### config.mk
export PLATFORM = sky130hd
export DESIGN_NAME = bcsr_step_ctrl_flat
export DESIGN_NICKNAME = d
export VERILOG_FILES = /design/src/rtl/bcsr_step_ctrl_if.sv /design/src/rtl/bcsr_step_ctrl.sv /design/src/flat_wrapper.sv
export SDC_FILE = /design/constraint.sdc
export NUM_CORES = 1
export LEC_CHECK = 0
export BUFFER_PORTS_ARGS = -buffer_cell sky130_fd_sc_hd__buf_4
export CAP_MARGIN = 25
export CORE_ASPECT_RATIO = 0.75
export CORE_MARGIN = 1.5
export CORE_UTILIZATION = 52
export CTS_BUF_LIST = sky130_fd_sc_hd__clkbuf_4
export DETAILED_ROUTE_END_ITERATION = 10
export HOLD_SLACK_MARGIN = 0.12
export PLACE_DENSITY = 0.76
export SYNTH_ARGS = -nofsm -noshare
export SYNTH_HDL_FRONTEND = slang
export SYNTH_SLANG_ARGS = --single-unit
### constraint.sdc
create_clock -name clk -period 3.1 [get_ports clk]
set_input_delay 0.62 -clock clk [delete_from_list [all_inputs] [get_ports clk]]
set_output_delay 0.62 -clock clk [all_outputs]
set_load 0.05 [all_outputs]
### src/rtl/bcsr_step_ctrl_if.sv
// Control/status bundle between a host and the circular shift register sequencer.
// The 'loop' request exists only when BCSR_STEP_CTRL_LOOP_EN is defined.
interface bcsr_step_ctrl_if #(
    parameter int WIDTH = 4,
    parameter int STEPW = 8
);
`ifdef BCSR_STEP_CTRL_LOOP_EN
    logic             loop;
`endif
    logic             start;
    logic             abort;
    logic             pause;
    logic             dir;
    logic [WIDTH-1:0] pattern;
    logic [STEPW-1:0] steps;

    logic             pre;
    logic [WIDTH-1:0] load_data;
    logic             shift_en;
    logic             shift_dir;
    logic [WIDTH-1:0] shadow;
    logic             busy;
    logic             done;

    modport master (
`ifdef BCSR_STEP_CTRL_LOOP_EN
        output loop,
`endif
        output start, abort, pause, dir, pattern, steps,
        input  pre, load_data, shift_en, shift_dir, shadow, busy, done
    );

    modport slave (
`ifdef BCSR_STEP_CTRL_LOOP_EN
        input  loop,
`endif
        input  start, abort, pause, dir, pattern, steps,
        output pre, load_data, shift_en, shift_dir, shadow, busy, done
    );
endinterface

### src/rtl/bcsr_step_ctrl.sv
// Sequencer for a WIDTH-bit circular shift register: one preset load, then a prescaled
// train of shift strobes, then a done pulse. Optional continuous looping: BCSR_STEP_CTRL_LOOP_EN.
//
// state  | meaning
// S_IDLE | waiting for start; captures pattern/steps/dir
// S_LOAD | issue preset strobe, seed shadow and counters
// S_RUN  | prescale countdown, one shift strobe per terminal count
// S_DONE | completion pulse, back to idle
module bcsr_step_ctrl #(
    parameter int WIDTH    = 4,
    parameter int PRESCALE = 8,
    parameter int STEPW    = 8
) (
    input  logic              clk,
    input  logic              rst_n,
    bcsr_step_ctrl_if.slave   bus
);

    localparam int PCW = (PRESCALE > 1) ? $clog2(PRESCALE) : 1;
    localparam logic [PCW-1:0] PRE_RELOAD = PCW'(PRESCALE - 1);

    typedef enum logic [1:0] {
        S_IDLE = 2'd0,
        S_LOAD = 2'd1,
        S_RUN  = 2'd2,
        S_DONE = 2'd3
    } state_t;

    state_t           state_q;
    state_t           state_d;

    logic [WIDTH-1:0] pattern_q;
    logic [STEPW-1:0] steps_q;
    logic             dir_q;
    logic [PCW-1:0]   cnt_q;
    logic [STEPW-1:0] rem_q;
    logic [WIDTH-1:0] shadow_q;

    logic             pre_q;
    logic             shift_q;
    logic             busy_q;
    logic             done_q;

    logic             loop_now;
    logic             tick;
    logic             last;

`ifdef BCSR_STEP_CTRL_LOOP_EN
    assign loop_now = bus.loop;
`else
    assign loop_now = 1'b0;
`endif

    function automatic logic [WIDTH-1:0] rotate(input logic [WIDTH-1:0] v, input logic right);
        return right ? {v[0], v[WIDTH-1:1]} : {v[WIDTH-2:0], v[WIDTH-1]};
    endfunction

    always_ff @(posedge clk or negedge rst_n) begin
        if (!rst_n) begin
            state_q <= S_IDLE;
        end else begin
            state_q <= state_d;
        end
    end

    always_comb begin
        state_d = state_q;
        tick    = 1'b0;
        last    = 1'b0;
        case (state_q)
            S_IDLE: begin
                if (bus.start && !bus.abort) begin
                    state_d = S_LOAD;
                end
            end
            S_LOAD: begin
                if (bus.abort) begin
                    state_d = S_IDLE;
                end else if (steps_q == '0) begin
                    state_d = S_DONE;
                end else begin
                    state_d = S_RUN;
                end
            end
            S_RUN: begin
                if (bus.abort) begin
                    state_d = S_IDLE;
                end else if (!bus.pause && (cnt_q == '0)) begin
                    tick = 1'b1;
                    // remaining count is never 0 in RUN, so 1 marks the final step
                    if (rem_q == STEPW'(1)) begin
                        last = 1'b1;
                        if (!loop_now) begin
                            state_d = S_DONE;
                        end
                    end
                end
            end
            S_DONE: begin
                state_d = S_IDLE;
            end
            default: begin
                state_d = S_IDLE;
            end
        endcase
    end

    always_ff @(posedge clk or negedge rst_n) begin
        if (!rst_n) begin
            pattern_q <= '0;
            steps_q   <= '0;
            dir_q     <= 1'b0;
            cnt_q     <= '0;
            rem_q     <= '0;
            shadow_q  <= '0;
        end else begin
            if ((state_q == S_IDLE) && bus.start && !bus.abort) begin
                pattern_q <= bus.pattern;
                steps_q   <= bus.steps;
                dir_q     <= bus.dir;
            end
            if ((state_q == S_LOAD) && !bus.abort) begin
                shadow_q <= pattern_q;
                cnt_q    <= PRE_RELOAD;
                rem_q    <= steps_q;
            end
            if ((state_q == S_RUN) && !bus.abort && !bus.pause) begin
                if (tick) begin
                    cnt_q    <= PRE_RELOAD;
                    shadow_q <= rotate(shadow_q, dir_q);
                    rem_q    <= (last && loop_now) ? steps_q : rem_q - STEPW'(1);
                end else begin
                    cnt_q <= cnt_q - PCW'(1);
                end
            end
        end
    end

    // Strobes and status are registered, so they trail the state that produced them by one cycle.
    always_ff @(posedge clk or negedge rst_n) begin
        if (!rst_n) begin
            pre_q   <= 1'b0;
            shift_q <= 1'b0;
            busy_q  <= 1'b0;
            done_q  <= 1'b0;
        end else begin
            pre_q   <= (state_q == S_LOAD) && !bus.abort;
            shift_q <= tick;
            busy_q  <= (state_q != S_IDLE);
            done_q  <= (state_q == S_DONE) && !bus.abort;
        end
    end

    assign bus.pre       = pre_q;
    assign bus.load_data = pattern_q;
    assign bus.shift_en  = shift_q;
    assign bus.shift_dir = dir_q;
    assign bus.shadow    = shadow_q;
    assign bus.busy      = busy_q;
    assign bus.done      = done_q;

endmodule

### src/flat_wrapper.sv
// flat-port wrapper written by rule: the top's interface ports become plain ports
module bcsr_step_ctrl_flat 
#(
    parameter int WIDTH    = 4,
    parameter int PRESCALE = 8,
    parameter int STEPW    = 8
)
  (clk, rst_n, bus_start, bus_abort, bus_pause, bus_dir, bus_pattern, bus_steps, bus_pre, bus_load_data, bus_shift_en, bus_shift_dir, bus_shadow, bus_busy, bus_done);
  bcsr_step_ctrl_if #(.WIDTH(WIDTH), .STEPW(STEPW)) bus_i ();
  input  logic clk;
  input  logic rst_n;
  input wire logic [$bits(bus_i.start)-1:0] bus_start;
  input wire logic [$bits(bus_i.abort)-1:0] bus_abort;
  input wire logic [$bits(bus_i.pause)-1:0] bus_pause;
  input wire logic [$bits(bus_i.dir)-1:0] bus_dir;
  input wire logic [$bits(bus_i.pattern)-1:0] bus_pattern;
  input wire logic [$bits(bus_i.steps)-1:0] bus_steps;
  output wire logic [$bits(bus_i.pre)-1:0] bus_pre;
  output wire logic [$bits(bus_i.load_data)-1:0] bus_load_data;
  output wire logic [$bits(bus_i.shift_en)-1:0] bus_shift_en;
  output wire logic [$bits(bus_i.shift_dir)-1:0] bus_shift_dir;
  output wire logic [$bits(bus_i.shadow)-1:0] bus_shadow;
  output wire logic [$bits(bus_i.busy)-1:0] bus_busy;
  output wire logic [$bits(bus_i.done)-1:0] bus_done;
  assign bus_i.start = bus_start;
  assign bus_i.abort = bus_abort;
  assign bus_i.pause = bus_pause;
  assign bus_i.dir = bus_dir;
  assign bus_i.pattern = bus_pattern;
  assign bus_i.steps = bus_steps;
  assign bus_pre = bus_i.pre;
  assign bus_load_data = bus_i.load_data;
  assign bus_shift_en = bus_i.shift_en;
  assign bus_shift_dir = bus_i.shift_dir;
  assign bus_shadow = bus_i.shadow;
  assign bus_busy = bus_i.busy;
  assign bus_done = bus_i.done;
  bcsr_step_ctrl #(.WIDTH(WIDTH), .PRESCALE(PRESCALE), .STEPW(STEPW)) u_core (.clk(clk), .rst_n(rst_n), .bus(bus_i));
endmodule
==> flow_metrics.env <==
export IMPL_post_drt_via_cell_ratio=5.80
export IMPL_ir_drop_mv=0.569
export IMPL_synth_edf_count=0
export IMPL_cts_buffer_depth=2
export IMPL_worst_pin_slew_ns=0.700
export IMPL_seq_area_frac_synth_pct=52.0
export IMPL_die_y_um=51.6
export IMPL_post_cts_buffers=0
export IMPL_period_needed_ns=2.03
export IMPL_yosysUniqueCellTypes=41
export IMPL_fin_nets=205
export IMPL_clock_fmax_mhz=493
export IMPL_dieArea_sq_mm=0.00349
export IMPL_drv_slew=0
export IMPL_worstPathArrival_ns=2.25
export IMPL_cts_tree="yes"
export IMPL_coreArea_sq_mm=0.00298
export IMPL_place_ws_ns=0.888
export IMPL_grt_overflow_total=0
export IMPL_ctsResizeCount=0
export IMPL_synth_most_common_cell="dfrtp_1"
export IMPL_diodes=0
export IMPL_path_class="reg2reg"
export IMPL_clock_tree_htree_level_count=2
export IMPL_grt_pass1_wl_um=5750
export IMPL_fin_skew_ns=0.00617
export IMPL_drv_cap=0
export IMPL_cts_hold_buffers_added=0
export IMPL_fin_util_pct=64.8
export IMPL_gp_congestion=0.898
export IMPL_setup_tns_final_ns=0
export IMPL_hold_worst_slack_ns=0.219
export IMPL_synth_area_leaders="dfrtp_1, mux2_2, nand2_1"
export IMPL_clk_pin_slew_ns=0.10
export IMPL_leakage_nw=0.870
export IMPL_grt_usage_pct=22.5
export IMPL_hp_class="in2async"
export IMPL_synthMuxAreaShare_pct=9.56
export IMPL_synth_cells=149
export IMPL_placed_area_sq_mm=0.00189
export IMPL_first_pass_iters=4
export IMPL_max_slew_margin_pct=52.9
export IMPL_critPathCaptureType="flop"
export IMPL_rsz0062_at_grt="no"
export IMPL_avgSynthCellArea_sq_um=11.0
export IMPL_rows=17
export IMPL_synth_simple_area_share_pct=17.3
export IMPL_design_area_sq_mm=0.00193
export IMPL_powerDensity_mw_per_mm2=777
export IMPL_first_iter_violations=64
export IMPL_port_buffers=30
export IMPL_synthFlopType="dfrtp_1"
export IMPL_status="finished clean"
export IMPL_drive_gt1_share_pct=33.0
export IMPL_critical_path_max_fanout=13
export IMPL_nFillCells=259
export IMPL_ys_ff_latch=34
export IMPL_drc_errors=0
export IMPL_wl_per_cell_um=15.6
export IMPL_synth_xor_xnor_area_share_pct=0.536
export IMPL_final_hold_viol_count=0
export IMPL_start_util_pct=54.9
export IMPL_required_ns=3.32
export IMPL_period_share_pct=65.4
export IMPL_start_kind="flop"
export IMPL_hpwl_um=2500
export IMPL_cts_made_buffers=5
export IMPL_wl_um=3430
export IMPL_synth_nets=171
export IMPL_yosysWarnings=0
export IMPL_cts_sinks=34
export IMPL_synth_top_family_by_area="simple AND/OR/NAND/NOR gates"
export IMPL_area_growth_pct=18.1
export IMPL_synth_largest_area_cell="dfrtp_1"
export IMPL_yosys_area_share_adder_pct=3.06
export IMPL_grt_max_degree=35
export IMPL_setup_ws_ns=1.07
export IMPL_grt_antenna_before_repair=0
export IMPL_syn_area_sq_mm=0.00164
export IMPL_synthArstFlopShare_pct=100
export IMPL_synth_top_area_share_pct=52.0
export IMPL_die_w_um=67.8
export IMPL_pin_count=31
export IMPL_grt_pass1_vias=1226
export IMPL_root_buffer="clkbuf_4"
export IMPL_synth_compound_area_share_pct=13.8
export IMPL_setup_viol=0
export IMPL_worstSkewPairLatency_ns=0.32
export IMPL_dr_total_vias=1277
export IMPL_postRouteAntennaNets=0
export IMPL_synth_common_cells="dfrtp_1, nand2_1, mux2_2"
[critical path: stages, from the launching register on]
cell,delay (ns)
dfrtp_1,0.51
nor4b_4,0.42
nand2_1,0.38
inv_2,0.27
a21oi_1,0.09
o221a_2,0.25
[power breakdown]
part | internal [W] | switching, W
clock | 0.0000774 | 0.000132
combinational | 0.000226 | 0.000335
sequential | 0.000582 | 0.000147
total | 0.000886 | 0.000614
[registers in the layout, summed over array words and instances (netlist names)]
register,flops
u_core.steps_q,8
u_core.bus.busy,1
u_core.rem_q,8
u_core.cnt_q,3
u_core.bus.shift_dir,1
u_core.bus.pre,1
u_core.state_q,2
u_core.bus.done,1
u_core.bus.load_data,4
u_core.bus.shadow,4
u_core.bus.shift_en,1
[final timing paths]
kind,start,to,slack (ns),depth (start not counted)
max reg2reg,u_core.state_q[0]$_DFFE_PN0P_,u_core.rem_q[6]$_DFF_PN0_,1.07,5
min reg2reg,u_core.cnt_q[0]$_DFFE_PN0P_,u_core.cnt_q[0]$_DFFE_PN0P_,0.49,1
min,rst_n,u_core.bus.done$_DFF_PN0_,0.22,1
min in group clk,u_core.cnt_q[0]$_DFFE_PN0P_,u_core.cnt_q[0]$_DFFE_PN0P_,0.49,1
max in group asynchronous,rst_n,u_core.bus.shadow[3]$_DFF_PN0_,2.58,1
max,u_core.state_q[0]$_DFFE_PN0P_,u_core.rem_q[6]$_DFF_PN0_,1.07,5
[cell usage in the layout (no fill, tap or decap), types with 2 or more instances in the layout]
master | synthesis | final
nand2_1 | 14 | 14
nor4_1 | 2 | 2
inv_1 | 7 | 7
dfrtp_1 | 34 | 34
ha_1 | 4 | 4
a211oi_1 | 4 | 4
or3_1 | 2 | 2
nor2_1 | 10 | 10
nand4_1 | 2 | 2
inv_2 | 2 | 2
a21oi_1 | 10 | 10
clkbuf_4 | 0 | 5
nor2b_1 | 5 | 5
nor3_1 | 3 | 3
o221a_2 | 2 | 2
nand3_1 | 2 | 2
o21ai_0 | 3 | 3
a31oi_1 | 7 | 7
mux2_2 | 13 | 13
buf_4 | 1 | 31
[layout make-up]
cell class / count / area (sq um) / area share, %
Sequential cell: 34 / 851 / 44.1
Clock inverter: 1 / 3.75 / 0.194
Multi-Input combinational cell: 102 / 724 / 37.5
Inverter: 9 / 33.8 / 1.75
Clock buffer: 5 / 37.5 / 1.94
Tap cell: 38 / 47.5 / 2.46
Timing Repair Buffer: 31 / 233 / 12.1
[per-layer routing]
metal  up-vias  part of all wire (%)  GRT usage [%]
met4         0                  0.87           7.82
li1        607                     -              -
met2        42                    46           33.3
met5         -                     0              0
met1       623                    47           32.3
met3         5                   5.6           5.63
[kinds of logic (layout without fill, tap and decap cells)]
kind of cell / Yosys count / in the layout
and+or+nand+nor: 49 / 49
AOI/OAI and AO/OA: 34 / 34
DFF: 34 / 34
muxes: 14 / 14
buffers and inverters: 13 / 46
adders and majority gates: 4 / 4
xor gates and xnor gates: 1 / 1
[metrics by stage]
step           cells  power, W
2_1_floorplan    149   0.00111
3_3_place_gp     214   0.00127
3_5_place_dp     214   0.00130
4_1_cts          220   0.00150
5_1_grt          220   0.00160
6_report         220   0.00150
No activity file was read; power rests on OpenSTA's default activity.
